===== src/rtl/fc0_seq_ctrl_if.sv =====
// Bus bundle for fc0_seq_ctrl: start/hold level, shared memory read port, bias and result.
// The sat_flag member exists only when FC_SAT_EN is defined.
interface fc0_seq_ctrl_if #(
  parameter int IN_W   = 30,
  parameter int W_W    = 9,
  parameter int ACC_W  = 38,
  parameter int ADDR_W = 12
);
  logic                     enable;
  logic                     rd_en;
  logic [ADDR_W-1:0]        rd_addr;
  logic signed [IN_W-1:0]   input7_q;
  logic signed [W_W-1:0]    w_q;
  logic signed [W_W-1:0]    b;
  logic signed [ACC_W-1:0]  output7;
  logic                     done_fc0;
  logic                     busy;
`ifdef FC_SAT_EN
  logic                     sat_flag;

  modport master (
    input  enable, input7_q, w_q, b,
    output rd_en, rd_addr, output7, done_fc0, busy, sat_flag
  );
  modport slave (
    output enable, input7_q, w_q, b,
    input  rd_en, rd_addr, output7, done_fc0, busy, sat_flag
  );
`else
  modport master (
    input  enable, input7_q, w_q, b,
    output rd_en, rd_addr, output7, done_fc0, busy
  );
  modport slave (
    output enable, input7_q, w_q, b,
    input  rd_en, rd_addr, output7, done_fc0, busy
  );
`endif
endinterface


===== src/rtl/fc0_seq_ctrl.sv =====
// fc0 neuron sequencer: streams N_IN activation/weight pairs through one signed MAC, adds bias.
// Optional FC_SAT_EN: saturating accumulate/bias add plus a sticky sat_flag output.
module fc0_seq_ctrl #(
  parameter int N_IN   = 3136,
  parameter int IN_W   = 30,
  parameter int W_W    = 9,
  parameter int ACC_W  = 38,
  parameter int ADDR_W = 12,
  parameter int RD_LAT = 1
) (
  input  logic            clk,
  input  logic            rst,
  fc0_seq_ctrl_if.master  bus
);

  localparam int PROD_W = IN_W + W_W;
  localparam int SUM_W  = ((PROD_W > ACC_W) ? PROD_W : ACC_W) + 1;
  localparam logic [ADDR_W-1:0] LAST_ADDR = ADDR_W'(N_IN - 1);

  typedef enum logic [2:0] {IDLE, FETCH, DRAIN, BIAS, DONE} state_e;

  state_e                   state_q, state_d;
  logic                     rd_en_q, rd_en_d;
  logic [ADDR_W-1:0]        rd_addr_q, rd_addr_d;
  logic [RD_LAT-1:0]        mac_v_q, mac_v_d;
  logic signed [ACC_W-1:0]  acc_q, acc_d;
  logic signed [ACC_W-1:0]  output7_q, output7_d;
  logic                     done_q, done_d;
  logic                     busy_q, busy_d;

  logic signed [PROD_W-1:0] prod;
  logic signed [SUM_W-1:0]  addend;
  logic signed [ACC_W-1:0]  acc_next;

  // One adder serves both the MAC stream and the bias step; BIAS never overlaps a valid beat.
  always_comb begin
    prod   = PROD_W'(bus.input7_q) * PROD_W'(bus.w_q);
    addend = SUM_W'(prod);
    if (state_q == BIAS) addend = SUM_W'(bus.b);
  end

`ifdef FC_SAT_EN
  logic                    sat_q, sat_d;
  logic signed [SUM_W-1:0] acc_sum;
  logic                    acc_ovf;

  always_comb begin
    acc_sum  = SUM_W'(acc_q) + addend;
    acc_ovf  = acc_sum[SUM_W-1:ACC_W-1] != {(SUM_W-ACC_W+1){acc_sum[SUM_W-1]}};
    acc_next = acc_ovf ? {acc_sum[SUM_W-1], {(ACC_W-1){~acc_sum[SUM_W-1]}}}
                       : acc_sum[ACC_W-1:0];
  end
`else
  assign acc_next = acc_q + ACC_W'(addend);
`endif

  // NOTE: every _d gets a default first so this block cannot infer a latch.
  always_comb begin
    state_d   = state_q;
    rd_en_d   = 1'b0;
    rd_addr_d = '0;
    mac_v_d   = mac_v_q << 1;
    mac_v_d[0] = rd_en_q;
    acc_d     = acc_q;
    output7_d = output7_q;
    done_d    = done_q;
    busy_d    = busy_q;
`ifdef FC_SAT_EN
    sat_d     = sat_q;
    if ((mac_v_q[RD_LAT-1] || state_q == BIAS) && acc_ovf) sat_d = 1'b1;
`endif

    if (mac_v_q[RD_LAT-1]) acc_d = acc_next;

    unique case (state_q)
      IDLE: begin
        acc_d     = '0;
        mac_v_d   = '0;
        output7_d = '0;
        done_d    = 1'b0;
        busy_d    = 1'b0;
        if (bus.enable) begin
          state_d = FETCH;
          rd_en_d = 1'b1;
          busy_d  = 1'b1;
`ifdef FC_SAT_EN
          sat_d   = 1'b0;
`endif
        end
      end
      FETCH: begin
        rd_en_d   = 1'b1;
        rd_addr_d = rd_addr_q + 1'b1;
        if (rd_addr_q == LAST_ADDR) begin
          state_d   = DRAIN;
          rd_en_d   = 1'b0;
          rd_addr_d = '0;
        end
      end
      // Leave only once the final product is already in acc_q.
      DRAIN: if (mac_v_q == '0) state_d = BIAS;
      BIAS: begin
        acc_d   = acc_next;
        state_d = DONE;
      end
      DONE: begin
        busy_d = 1'b0;
        if (bus.enable) begin
          output7_d = acc_q;
          done_d    = 1'b1;
        end else begin
          output7_d = '0;
          done_d    = 1'b0;
          state_d   = IDLE;
        end
      end
      default: state_d = IDLE;
    endcase

    // Abort: flushing the valid pipeline drops any read data still in flight.
    if (!bus.enable && (state_q == FETCH || state_q == DRAIN || state_q == BIAS)) begin
      state_d   = IDLE;
      rd_en_d   = 1'b0;
      rd_addr_d = '0;
      mac_v_d   = '0;
      acc_d     = '0;
      busy_d    = 1'b0;
    end
  end

  // NOTE: sequential state uses non-blocking assignments so all flops update together.
  always_ff @(posedge clk or posedge rst) begin
    if (rst) begin
      state_q   <= IDLE;
      rd_en_q   <= 1'b0;
      rd_addr_q <= '0;
      mac_v_q   <= '0;
      acc_q     <= '0;
      output7_q <= '0;
      done_q    <= 1'b0;
      busy_q    <= 1'b0;
`ifdef FC_SAT_EN
      sat_q     <= 1'b0;
`endif
    end else begin
      state_q   <= state_d;
      rd_en_q   <= rd_en_d;
      rd_addr_q <= rd_addr_d;
      mac_v_q   <= mac_v_d;
      acc_q     <= acc_d;
      output7_q <= output7_d;
      done_q    <= done_d;
      busy_q    <= busy_d;
`ifdef FC_SAT_EN
      sat_q     <= sat_d;
`endif
    end
  end

  assign bus.rd_en    = rd_en_q;
  assign bus.rd_addr  = rd_addr_q;
  assign bus.output7  = output7_q;
  assign bus.done_fc0 = done_q;
  assign bus.busy     = busy_q;
`ifdef FC_SAT_EN
  assign bus.sat_flag = sat_q;
`endif

endmodule


===== src/flat_wrapper.sv =====
// flat-port wrapper written by rule: the top's interface ports become plain ports
module fc0_seq_ctrl_flat 
#(
  parameter int N_IN   = 3136,
  parameter int IN_W   = 30,
  parameter int W_W    = 9,
  parameter int ACC_W  = 38,
  parameter int ADDR_W = 12,
  parameter int RD_LAT = 1
)
  (clk, rst, bus_enable, bus_input7_q, bus_w_q, bus_b, bus_rd_en, bus_rd_addr, bus_output7, bus_done_fc0, bus_busy);
  fc0_seq_ctrl_if #(.IN_W(IN_W), .W_W(W_W), .ACC_W(ACC_W), .ADDR_W(ADDR_W)) bus_i ();
  input  logic clk;
  input  logic rst;
  input wire logic [$bits(bus_i.enable)-1:0] bus_enable;
  input wire logic [$bits(bus_i.input7_q)-1:0] bus_input7_q;
  input wire logic [$bits(bus_i.w_q)-1:0] bus_w_q;
  input wire logic [$bits(bus_i.b)-1:0] bus_b;
  output wire logic [$bits(bus_i.rd_en)-1:0] bus_rd_en;
  output wire logic [$bits(bus_i.rd_addr)-1:0] bus_rd_addr;
  output wire logic [$bits(bus_i.output7)-1:0] bus_output7;
  output wire logic [$bits(bus_i.done_fc0)-1:0] bus_done_fc0;
  output wire logic [$bits(bus_i.busy)-1:0] bus_busy;
  assign bus_i.enable = bus_enable;
  assign bus_i.input7_q = bus_input7_q;
  assign bus_i.w_q = bus_w_q;
  assign bus_i.b = bus_b;
  assign bus_rd_en = bus_i.rd_en;
  assign bus_rd_addr = bus_i.rd_addr;
  assign bus_output7 = bus_i.output7;
  assign bus_done_fc0 = bus_i.done_fc0;
  assign bus_busy = bus_i.busy;
  fc0_seq_ctrl #(.N_IN(N_IN), .IN_W(IN_W), .W_W(W_W), .ACC_W(ACC_W), .ADDR_W(ADDR_W), .RD_LAT(RD_LAT)) u_core (.clk(clk), .rst(rst), .bus(bus_i));
endmodule

===== config.mk =====
export PLATFORM = sky130hd
export DESIGN_NAME = fc0_seq_ctrl_flat
export DESIGN_NICKNAME = d
export VERILOG_FILES = /design/src/rtl/fc0_seq_ctrl_if.sv /design/src/rtl/fc0_seq_ctrl.sv /design/src/flat_wrapper.sv
export SDC_FILE = /design/constraint.sdc
export NUM_CORES = 1
export LEC_CHECK = 0
export ABC_AREA = 1
export BUFFER_PORTS_ARGS = -buffer_cell sky130_fd_sc_hd__buf_4
export CORE_MARGIN = 2
export CORE_UTILIZATION = 55
export CTS_BUF_LIST = sky130_fd_sc_hd__clkbuf_2 sky130_fd_sc_hd__clkbuf_4 sky130_fd_sc_hd__clkbuf_8
export CTS_CLUSTER_SIZE = 25
export DETAILED_ROUTE_END_ITERATION = 8
export PLACE_DENSITY = 0.76
export SYNTH_ARGS = -nofsm -noshare
export SYNTH_HDL_FRONTEND = slang
export SYNTH_SLANG_ARGS = --single-unit

===== constraint.sdc =====
create_clock -name clk -period 3.1 [get_ports clk]
set_input_delay 0.62 -clock clk [delete_from_list [all_inputs] [get_ports clk]]
set_output_delay 0.62 -clock clk [all_outputs]
set_load 0.005 [all_outputs]

== After elaboration in Yosys (flattened, before gate mapping) ==
Cells that the tools add are included.
Cells by class
  bitwise operators: 0
  $mul: 1
  muxes and demuxes: 24
  equality and inequality tests: 9
  shifts and indexed selects: 0
  magnitude comparators: 0
  add/sub/neg operators: 2
  reductions and logical operators: 9
  divide/modulo/power cells: 0
Operators by type and width (count)
  38-bit two-way mux: 4
  38-bit case mux with 2 select lines: 2
  38-bit adder: 1
  30-bit by 9-bit multiplier with 38-bit output: 1
  12-bit two-way mux: 3
  3-bit two-way mux: 5
  3-bit case mux with 5 select lines: 1
  12-bit by 1-bit adder with 12-bit output (second input constant): 1
  12-bit == test (second input constant): 1
  3-bit by 2-bit inequality test with 1-bit output (second input constant): 3
  3-bit by 2-bit == test with 1-bit output (second input constant): 2
  1-bit two-way mux: 6
  1-bit case mux with 2 select lines: 3
  4-bit AND reduction: 1
  4-bit nonzero test: 1
  3-bit by 1-bit == test with 1-bit output (second input constant): 1
  3-bit == test (second input constant): 1
  3-bit zero test: 1
  3-bit inequality test (second input constant): 1
  3-bit nonzero test: 1
  1-bit logical OR: 2
  2-bit nonzero test: 1
  1-bit logical AND: 1
  1-bit zero test: 1
Word-level totals
  output and inout bits: 53
  bits in latches: 0
  bits of input ports: 51
  logic and storage cells: 53
  memory bits (writable): 0
  memories: 0
  ROM bits: 0
  bits in registers: 95

== Logic depth before layout (Yosys ltp) ==
  depth after elaboration: 6
  gate-level depth with buffers: 43

== Least setup slack after synthesis ==
Ideal clock, no wire load.
  kind: input to register
  from: input port bus_w_q[0]
  to: register u_core.acc_q[37]
  slack: -3116 ps
  cell stages on the path: 34
  arrival: 6098 ps
  required time: 2983 ps
  buffers on the path: 1
  setup time: 117 ps
  cells stage by stage: clkbuf_1 > nand2_1 > fa_1 > inv_1 > fa_1 > inv_1 > fa_1 > inv_1 > fa_1 > fa_1 > ha_1 > a21oi_1 > nand2_1 > nand2_1 > nand2_1 > nand2_1 > nand2_2 > nand2_1 > nand3_1 > xor2_1 > o21ai_0 > inv_1 > ha_1 > nand2_1 > nor2_1 > nand2_1 > nor2_1 > nand3_1 > nand3_1 > nand2_1 > nand2_1 > nand3_1 > nand3_1 > nand2_1
Between the ends
  cells in the longest elaborated chain, start to end: 6
Ends and longest elaborated chain
  start, declared: RTL line flat_wrapper.sv:17  | input wire logic [$bits(bus_i.w_q)-1:0] bus_w_q;
  30-bit by 9-bit multiplier with 38-bit output *: RTL line fc0_seq_ctrl.sv:37  | prod = PROD_W'(bus.input7_q) * PROD_W'(bus.w_q);
  38-bit two-way mux *: RTL line fc0_seq_ctrl.sv:39  | if (state_q == BIAS) addend = SUM_W'(bus.b);
  38-bit adder *: RTL line fc0_seq_ctrl.sv:54  | assign acc_next = acc_q + ACC_W'(addend);
  38-bit two-way mux: RTL line fc0_seq_ctrl.sv:73  | if (mac_v_q[RD_LAT-1]) acc_d = acc_next;
  38-bit case mux with 2 select lines *: RTL line fc0_seq_ctrl.sv:75  | unique case (state_q)
  38-bit two-way mux *: RTL line fc0_seq_ctrl.sv:121  | if (!bus.enable && (state_q == FETCH || state_q == DRAIN || state_q == BIAS)) begin
  end signal, assigned: RTL line fc0_seq_ctrl.sv:138  | acc_q <= '0;
  end signal, assigned: RTL line fc0_seq_ctrl.sv:150  | acc_q <= acc_d;
  end, declared: RTL line fc0_seq_ctrl.sv:26  | logic signed [ACC_W-1:0] acc_q, acc_d;
Mark *: on every way between the ends. The rest lies on a longest branch, timed or not. The select of a mux whose other input is x is not followed.
A chain may end at the register's enable or synchronous reset.

== Worst setup path after layout ==
  from: input port bus_w_q[8]
  to: register u_core.acc_q[34]
The elaborated chain is that of the path after synthesis.

==> impl_metrics.ini <==
[detailed_routing]
wl_per_cell_um = 17.9
drtAntennaViolNets = 0
via_per_inst = 5.50
drt_iter0_drc = 1487
vias = 16600
routed_wl_um = 53800
drt_pre_antenna_iters = 6
remaining_drc_errors = 0

[global_routing]
track_usage = 0.324
grt-ovfl-total = 0
grt_antenna_before_repair = 0
grt_pass1_vias = 16700
grt_max_degree = 54
grt_pass1_wl_um = 80000

[job]
drv_cap = 0

[setup_path]
crit_slowest_cell = fa_1
worstPathRequired_ps = 3370
crit_top_cell = fa_1
critical_path_class = input port to register
startpoint_type = input port
r2r_slack_ps = -270
crit_fanout = 6
cp.buffers_inverters = 8
end_kind = register
slowest_delay_ps = 540
critPathArrivalTime_ps = 6470
critical-path-top-delay-family = adder cells

[die]
die_h_um = 174
initial_core_util = 0.558
core_area_mm2 = 0.0286
ios = 104
num_rows = 62
dieArea_mm2 = 0.0304
die_w_um = 174

[timing]
tightest_slew_ps = 768
rsz0062_at_grt = true
setup_ws_ps = -3090
finalMaxSlewViolations = 0
fmax_ghz = 0.162
finalHoldViolCount = 0
slew-limit-headroom = 0.487
finalSetupViolations = 34
period_share = 2.00
finClkSkew_ps = 21.4
min_period_ps = 6190
hold_ws_ps = 298

[final_layout]
area_growth_pct = 43.1
multi_input_comb_area_mm2 = 0.0141
finalNetCount = 3008
fillerInstances = 1773
ff_latch_area_mm2 = 0.00238
drive_gt1_frac = 0.367
antennaDiodeCount = 0

[clock_tree]
clk_latency_ps = 400
clk_path_buf_depth = 2
cts_tree = built
htreeDepth = 3
cts-root-buf = clkbuf_8
hold_buffers = 0
clock_sinks = 95
cts_buffers = 9
cts.clk_slew.worst_paths_ps = 120

[yosys]
synthTopCellsByCount = nand2_1 (612), inv_1 (486), fa_1 (215), nor2_1 (175), ha_1 (118)
synth_cells = 2244
synthDistinctLibCells = 47
synth.most_common_cell = nand2_1
synthFlopType = dfrtp_1
yosysSeqAreaShare = 0.149
synth_edf_count = 0
async_flop_share = 1.00
synth_top_area_frac = 0.269
yosys-top-cells-area = fa_1 (27%), dfrtp_1 (15%), nand2_1 (14%)
syn-num-nets = 2628
synth_warnings = 0
synth_area_mm2 = 0.0160
ys_ff_latch = 95
yosysTopAreaCell = fa_1
syn_area_per_cell_um2 = 7.12

[place]
hpwlAfterDp_um = 37900
io_buffer_count = 103
gp_congestion = 0.965
pre_cts_slack_ps = -3690

[run_status]
violations = negative setup slack
outcome = finished, violations left

[min_path]
hp-class = input port to asynchronous set/reset pin
-- placed cells by master (no fill, tap or decap), types with 7 or more instances in the layout --
master	count
nand2_4	36
inv_4	9
inv_2	52
nor3_4	7
a21oi_4	22
fa_2	11
nor2_4	47
clkbuf_8	9
a21oi_1	37
buf_4	369
o21ai_2	20
xor2_2	7
nand3_2	18
dfrtp_1	95
xor2_1	12
o21ai_0	61
a21oi_2	50
nor2_2	34
nand3_1	37
buf_6	55
nand4_1	8
ha_1	55
ha_4	61
buf_12	16
fa_1	204
nor2_1	106
nand2_2	76
o22ai_1	14
o21ai_4	7
inv_1	430
nand2_1	504
nor3_1	13
o21ai_1	52
-- registers in the layout (all words and copies together) (netlist names) --
register	count
u_core.state_q	3
u_core.acc_q	38
u_core.bus.rd_addr	12
u_core.bus.rd_en	1
u_core.bus.done_fc0	1
u_core.bus.output7	38
u_core.bus.busy	1
u_core.mac_v_q	1
-- cell type report --
type	count	share of cell area
clock buffer	10	0.00574
multi-input combinational	1577	0.615
timing repair buffer	448	0.169
sequential	95	0.104
inverter	493	0.0828
clock inverter	6	0.00235
tap	384	0.0210
-- layer usage --
metal | wire [um] | GRT usage | up-vias
li1 | - | - | 7529
met1 | 20600 | 0.416 | 8024
met2 | 27000 | 0.569 | 806
met3 | 3530 | 0.0348 | 220
met4 | 2750 | 0.115 | 0
met5 | 0 | 0 | -
-- through the flow --
stage / util / cells / setup TNS (ps) / instance area (um2)
after floorplan: - / 2244 / -80050 / 16600
after global placement: 0.687 / 2946 / -105290 / 19700
after detailed placement: 0.687 / 2946 / -107420 / 19700
after CTS: 0.745 / 2998 / -84850 / 21300
after global routing: 0.799 / 3013 / -94930 / 22900
final: 0.799 / 3013 / -89020 / 22900
-- worst register-to-register path: cells and delay by family (launching register included) --
family,cells,cell delay [ps]
AND/OR/NAND/NOR,11,1310
adder cells (fa/ha/maj),2,670
flip-flops,1,370
AO/OA/AOI/OAI,3,340
buffers and inverters,4,560
-- path summary, 6_finish.rpt --
path                            depth (start not counted)                endpoint                 from
max in group asynchronous                               3  u_core.bus.output7[30]                  rst
worst max-delay path                                   33        u_core.acc_q[34]           bus_w_q[8]
min in group clk                                        2     u_core.bus.done_fc0  u_core.bus.done_fc0
worst min register to register                          2     u_core.bus.done_fc0  u_core.bus.done_fc0
worst max register to register                         20        u_core.acc_q[30]    u_core.state_q[0]
worst min-delay path                                    2        u_core.acc_q[10]                  rst
-- what timing repair did --
action | 4_1_cts | 5_1_grt
gates cloned | 2 | 0
setup buffers | 35 | 22
resized for setup | 288 | 345
pin swaps | 116 | 169
endpoints found under the setup margin | 35 | 35
-- cell families after synthesis --
| kind of cell | share of synthesized area |
|---|---|
| AO/OA/AOI/OAI | 0.104 |
| XOR/XNOR | 0.0159 |
| adder cells (fa/ha/maj) | 0.362 |
| buffers and inverters | 0.137 |
| flip-flops | 0.149 |
| AND/OR/NAND/NOR | 0.233 |
Power is not shown: default switching activity piles up to over one toggle a cycle in this logic, so the estimate is an artifact.
